**src/rtl/reconf_dispatcher.sv**
```systemverilog
// reconf_dispatcher: queues reconfiguration commands and applies each committed batch
// atomically, holding the switch input until the batch's last start pulse has been issued.
module reconf_dispatcher #(
  parameter int NUM_PROC = 2,
  parameter int DATA_W   = 64,
  parameter int DEPTH    = 16
) (
  input  logic                    clk,
  input  logic                    rst,
  input  logic                    cmd_valid_i,
  output logic                    cmd_ready_o,
  input  logic [NUM_PROC-1:0]     cmd_proc_mask_i,
  input  logic [1:0]              cmd_kind_i,
  input  logic [DATA_W-1:0]       cmd_data_i,
  input  logic                    cmd_commit_i,
  input  logic                    sw_idle_i,
  output logic                    sw_hold_o,
  output logic [4*NUM_PROC-1:0]   mod_start_o,
  output logic [DATA_W-1:0]       mod_data_o,
  output logic                    busy_o,
  output logic [$clog2(DEPTH):0]  pending_o,
  output logic                    err_o
);
  localparam int PW = $clog2(DEPTH);
  localparam int CW = PW + 1;
  localparam logic [CW-1:0] DEPTH_C = CW'(DEPTH);

  typedef enum logic [1:0] {
    ST_IDLE  = 2'd0,
    ST_HOLD  = 2'd1,
    ST_ISSUE = 2'd2,
    ST_DRAIN = 2'd3
  } state_t;

  state_t state_r;
  state_t state_nxt_s;

  logic [NUM_PROC-1:0] mask_mem_r   [DEPTH];
  logic [1:0]          kind_mem_r   [DEPTH];
  logic [DATA_W-1:0]   data_mem_r   [DEPTH];
  logic                commit_mem_r [DEPTH];

  logic [PW-1:0]       wr_ptr_r;
  logic [PW-1:0]       rd_ptr_r;
  logic [CW-1:0]       count_r;
  logic [CW-1:0]       count_nxt_s;
  logic [CW-1:0]       pending_r;
  logic [CW-1:0]       pending_nxt_s;
  logic                ready_r;
  logic                err_r;
  logic                hold_r;
  logic [4*NUM_PROC-1:0] start_r;
  logic [4*NUM_PROC-1:0] start_s;
  logic [DATA_W-1:0]   data_r;

  logic                push_s;
  logic                pop_s;
  logic                ovf_s;
  logic [NUM_PROC-1:0] head_mask_s;
  logic [1:0]          head_kind_s;
  logic [DATA_W-1:0]   head_data_s;
  logic                head_commit_s;

  assign push_s        = cmd_valid_i & ready_r;
  assign pop_s         = (state_r == ST_ISSUE) && (count_r != {CW{1'b0}});
  // A full FIFO without a commit entry can never complete a batch
  assign ovf_s         = (count_r == DEPTH_C) && (pending_r == {CW{1'b0}});
  assign head_mask_s   = mask_mem_r[rd_ptr_r];
  assign head_kind_s   = kind_mem_r[rd_ptr_r];
  assign head_data_s   = data_mem_r[rd_ptr_r];
  assign head_commit_s = commit_mem_r[rd_ptr_r];

  assign cmd_ready_o = ready_r;
  assign sw_hold_o   = hold_r;
  assign busy_o      = hold_r;
  assign mod_start_o = start_r;
  assign mod_data_o  = data_r;
  assign pending_o   = pending_r;
  assign err_o       = err_r;

  // Next FIFO occupancy and committed-batch count
  always_comb begin
    count_nxt_s   = count_r;
    pending_nxt_s = pending_r;
    case ({push_s, pop_s})
      2'b10:   count_nxt_s = count_r + CW'(1'b1);
      2'b01:   count_nxt_s = count_r - CW'(1'b1);
      default: count_nxt_s = count_r;
    endcase
    case ({push_s & cmd_commit_i, pop_s & head_commit_s})
      2'b10:   pending_nxt_s = pending_r + CW'(1'b1);
      2'b01:   pending_nxt_s = pending_r - CW'(1'b1);
      default: pending_nxt_s = pending_r;
    endcase
  end

  // FSM next-state; a commit accepted while idle starts the hold on the next cycle
  always_comb begin
    state_nxt_s = state_r;
    case (state_r)
      ST_IDLE: begin
        if (pending_nxt_s != {CW{1'b0}}) state_nxt_s = ST_HOLD;
        else                             state_nxt_s = ST_IDLE;
      end
      ST_HOLD: begin
        if (sw_idle_i) state_nxt_s = ST_ISSUE;
        else           state_nxt_s = ST_HOLD;
      end
      ST_ISSUE: begin
        if (!pop_s || head_commit_s) state_nxt_s = ST_DRAIN;
        else                         state_nxt_s = ST_ISSUE;
      end
      ST_DRAIN: state_nxt_s = ST_IDLE;
      default:  state_nxt_s = ST_IDLE;
    endcase
  end

  // Decode the popped entry into per-processor, per-module start bits
  always_comb begin
    start_s = {(4*NUM_PROC){1'b0}};
    for (int p = 0; p < NUM_PROC; p++) begin
      for (int k = 0; k < 4; k++) begin
        start_s[p*4+k] = pop_s & head_mask_s[p] & (head_kind_s == 2'(k));
      end
    end
  end

  // FIFO storage, written only on an accepted command
  always_ff @(posedge clk) begin
    if (push_s) begin
      mask_mem_r[wr_ptr_r]   <= cmd_proc_mask_i;
      kind_mem_r[wr_ptr_r]   <= cmd_kind_i;
      data_mem_r[wr_ptr_r]   <= cmd_data_i;
      commit_mem_r[wr_ptr_r] <= cmd_commit_i;
    end
  end

  // Control state, FIFO pointers and registered outputs
  always_ff @(posedge clk) begin
    if (!rst) begin
      state_r   <= ST_IDLE;
      wr_ptr_r  <= {PW{1'b0}};
      rd_ptr_r  <= {PW{1'b0}};
      count_r   <= {CW{1'b0}};
      pending_r <= {CW{1'b0}};
      ready_r   <= 1'b1;
      err_r     <= 1'b0;
      hold_r    <= 1'b0;
      start_r   <= {(4*NUM_PROC){1'b0}};
      data_r    <= {DATA_W{1'b0}};
    end else begin
      state_r   <= state_nxt_s;
      hold_r    <= (state_nxt_s != ST_IDLE);
      start_r   <= start_s;
      pending_r <= pending_nxt_s;
      if (pop_s) data_r <= head_data_s;
      if (ovf_s) begin
        err_r    <= 1'b1;
        wr_ptr_r <= {PW{1'b0}};
        rd_ptr_r <= {PW{1'b0}};
        count_r  <= {CW{1'b0}};
        ready_r  <= 1'b1;
      end else begin
        if (push_s) wr_ptr_r <= wr_ptr_r + PW'(1'b1);
        if (pop_s)  rd_ptr_r <= rd_ptr_r + PW'(1'b1);
        count_r <= count_nxt_s;
        ready_r <= (count_nxt_s < DEPTH_C);
      end
    end
  end

endmodule

```
**config.mk**
```make
export PLATFORM = sky130hd
export DESIGN_NAME = reconf_dispatcher
export DESIGN_NICKNAME = d
export VERILOG_FILES = /design/src/rtl/reconf_dispatcher.sv
export SDC_FILE = /design/constraint.sdc
export NUM_CORES = 1
export LEC_CHECK = 0
export CAP_MARGIN = 40
export CORE_MARGIN = 2
export CORE_UTILIZATION = 60
export CTS_CLUSTER_SIZE = 25
export DETAILED_ROUTE_END_ITERATION = 10
export HOLD_SLACK_MARGIN = 0.15
export PLACE_DENSITY = 0.78
export SLEW_MARGIN = 40
export SYNTH_ARGS = -nofsm -noshare
export SYNTH_HDL_FRONTEND = slang
export SYNTH_SLANG_ARGS = --single-unit
```
**constraint.sdc**
```tcl
create_clock -name clk -period 21.1 [get_ports clk]
set_clock_uncertainty 0.15 [all_clocks]
set_input_delay 4.22 -clock clk [delete_from_list [all_inputs] [get_ports clk]]
set_output_delay 4.22 -clock clk [all_outputs]
set_load 0.02 [all_outputs]
```
==> summary.txt <==
STA
  – Maximum clock rate: 0.144 GHz
  – Hold Fails Final Rpt: 0
  – Setup repair after global routing missed its margin: no
  – Rel. slew slack: 44.4%
  – Minimum setup slack in the final design: 14.17 ns
  – Worst Max-Slew Pin Slew: 0.834 ns
  – Setup TNS: 0 ns
  – Max Transition Viols Final: 0
  – Shortest clock period the worst path allows after layout: 6.93 ns
  – Final worst path period share: 32.8%
  – Final setup fails: 0

Worst setup path
  – Critical path buffer and inverter count: 1
  – Cell class contributing the biggest share of worst-path delay: compound AO/OA/AOI/OAI gates
  – Chain of cells forming the critical path: clkdlybuf4s50_1 > nand2_1 > ha_1 > xor2_1 > ha_1 > a21o_1 > a221oi_1 > nor3_1 > xnor2_1 > a311o_1 > a41oi_1
  – Slowest cell delay on critical path: 0.89 ns
  – Top fanout value on the critical path: 17
  – Type of element launching the critical path: input pin
  – CP Data Required Time: 21.53 ns
  – CP max stage cell: clkdlybuf4s50_1
  – Type of the setup path with the least slack: input pin to flop
  – Cell repeated most along the worst path: ha_1
  – Endpoint type of the worst setup path: flop
  – Data arrival time of the worst path: 7.36 ns

Final layout
  – Share of final-layout standard cells stronger than drive strength 1: 24.2%
  – Number of nets in the finished design: 2304
  – Layout Area Growth over Synthesis: 14.4%
  – Most frequent standard cell in the layout excluding fill and tap cells: edfxtp_1
  – Final non-filler cell total: 3284
  – Fill cell total of the finished layout: 4240
  – Highest-count cells in the layout ignoring fill and taps: 1104 x edfxtp_1, 335 x mux4_2, 153 x clkdlybuf4s50_1

Synthesis
  – Proportion of synthesized area in mux cells: 17.2%
  – Net count after synthesis: 2097
  – Cells after synthesis: 2011
  – Warning count from the yosys run: 0
  – Count of different cell masters after synthesis: 43
  – Area leader, netlist: edfxtp_1
  – Largest cells by area after synthesis: edfxtp_1 73%, mux4_2 17%, dfxtp_1 4.4%
  – Number of synthesized flops with an enable pin: 1104
  – FF+latch count, synth: 1203
  – Fraction of synthesis flops using an asynchronous set or reset pin: 0%
  – Combinational family with the most area after synthesis: multiplexers
  – Area fraction of the dominant cell type after synthesis: 73.4%
  – Most used DFF post-synth: edfxtp_1
  – Adder-cell area share of the yosys netlist: 0.377%
  – Part of the Yosys area used for sequential elements: 77.8%
  – XOR/XNOR Fraction of Synth Area: 0.310%
  – Basic-gate share of the synthesized area counting and, or, nand and nor cells: 2.02%
  – Synthesized-area fraction occupied by ao, oa, aoi and oai cells: 1.12%
  – Mapped cell area: 45200 um^2
  – Syn Area/Cell: 22.5 um^2

Place
  – # port buffers: 153
  – Placed instance count: 3069
  – Detail Placement HPWL: 53.1 mm
  – DP Worst Slack: 13.64 ns
  – GPL Wtd Cong: 0.772

Detailed routing
  – Drt initial violations: 2441
  – DRC Markers: 0
  – First drt pass iteration count: 6
  – Number of nets with antenna violations after detailed routing: 0
  – Detailed-route wire length per cell: 31.2 um
  – Final routed wirelength across all metal layers: 103 mm
  – Vias per Instance: 6.59
  – Total via count after detailed routing: 21631

Clock network
  – Clock insertion delay at the later pin of the skew report: 0.68 ns
  – H-tree levels: 3
  – Post-CTS sizing: 0
  – TritonCTS clock tree: done
  – Root Buffer: clkbuf_16
  – Clock tree sinks: 1203
  – Post-CTS setup buffer count: 0
  – Cts bufs inserted: 114
  – Clock transition time at the flip-flop clock pins of the worst setup and hold paths: 0.06 ns
  – Hold buffer count at CTS: 0
  – CTS Buffer Depth: 3

Pwr
  – Peak ir drop on the vdd network: 76.8 uV
  – Areal power density over the cells: 93.4 nW/um^2
  – Leakage power of the design: 15.7 nW

Floorplan
  – Starting density of the core: 60.7%
  – Num ports: 154
  – Die Area: 77500 um^2
  – Core Rows: 100
  – Die span in x: 278 um
  – Die Ht: 278 um
  – Core box area: 74400 um^2

Outcome
  – Run status: finished, final reports clean

Run
  – Reported max-cap violation count: 0

Hold path
  – Kind of path behind the tightest hold check: flop to flop

Global route
  – Antenna violations before repair: 5
  – Largest net degree at the start of global routing: 73
  – Overall routing resource usage: 27.2%
  – Remaining global-route overflow: 0
  – Number of global-route vias before repair: 22786
  – First-pass GRT wire length: 153 mm
==> per-layer routing <==
metal	part of all wire (%)	up-vias	global-route usage (%)	wire length (um)
met5	0.037	-	0	38
met4	3.2	6	9.42	3300
met3	8.2	212	5.06	8360
met2	52	1205	46.2	53600
met1	36	11418	36.1	37300
li1	-	8790	-	-
==> power by group <==
part	internal (mW)	switching (mW)	total [mW]	leakage, nW
combinational	0.0948	0.126	0.221	3.17
sequential	2.64	0.0157	2.65	10.8
clock	1.10	0.851	1.95	1.72
total	3.83	0.993	4.82	15.7
==> cells in the mapped netlist, types with 2 or more instances <==
master / number
mux4_2: 335
xor2_1: 8
nor3_1: 7
nand3_1: 2
mux2i_1: 6
nor2b_1: 5
buf_1: 10
nand2_1: 147
a21o_1: 4
a221oi_1: 2
ha_1: 12
clkbuf_1: 66
nand2b_1: 6
o221ai_1: 2
mux4_1: 7
nand4_1: 3
a21oi_1: 73
dfxtp_1: 99
edfxtp_1: 1104
buf_2: 28
nor2_1: 48
inv_1: 8
o21ai_0: 2
xnor2_1: 8
==> path summary, 6_finish.rpt <==
| kind | start | end | slack, ns | cells after the start |
|---|---|---|---|---|
| setup reg to reg | count_r[0] | busy_o | 17.11 | 13 |
| hold / removal | mod_data_o[49] | mod_data_o[49] | 0.30 | 2 |
| setup / recovery | cmd_commit_i | busy_o | 14.17 | 11 |
| hold reg to reg | mod_data_o[49] | mod_data_o[49] | 0.30 | 2 |
==> cells by family after synthesis <==
kind of cell,Yosys count
compound gates,90
xor+xnor,16
fa+ha+maj,13
buf+inv,117
flops,1203
mux,348
simple gates,224
==> state kept, by name, summed over array words and instances, names as in the netlist, named ones only <==
signal,count
busy_o,1
cmd_ready_o,1
commit_mem_r,16
count_r,5
data_mem_r,1024
err_o,1
kind_mem_r,32
mask_mem_r,32
mod_data_o,64
mod_start_o,8
pending_o,5
rd_ptr_r,4
state_r,2
wr_ptr_r,4
==> worst register-to-register path, cell delays in order (launching register included) <==
cell,delay (ns)
dfxtp_1,0.36
nor4_1,0.44
nor2b_1,0.29
nand2b_4,0.48
a21oi_1,0.15
ha_1,0.32
xor2_1,0.20
ha_1,0.24
a21o_1,0.20
a221oi_1,0.30
nor3_1,0.11
xnor2_1,0.15
a311o_1,0.31
a41oi_1,0.20
==> metrics by stage <==
| stage | cell area, um^2 | utilization [%] | power [mW] | hold WS (ns) |
|---|---|---|---|---|
| after detailed placement | 48000 | 64.5 | 2.92 | 0.296 |
| after global placement | 47800 | 64.2 | 2.91 | 0.290 |
| final | 51700 | 69.4 | 4.82 | 0.303 |
| after CTS | 51600 | 69.3 | 4.85 | 0.304 |
| after global routing | 51700 | 69.4 | 4.95 | 0.327 |
| after floorplan | 45200 | - | 2.83 | 0.332 |
==> layout make-up <==
type | count | area (um^2) | share of cell area [%]
diodes | 1 | 2.50 | 0.00484
clock buffers | 176 | 3310 | 6.41
clock inverters | 36 | 236 | 0.458
inverters | 10 | 38.8 | 0.0751
multi-input cells | 691 | 9630 | 18.7
flip-flops and latches | 1203 | 35200 | 68.1
well taps | 969 | 1210 | 2.35
repair buffers | 198 | 2070 | 4.00
Power figures use the tool's default switching activity.
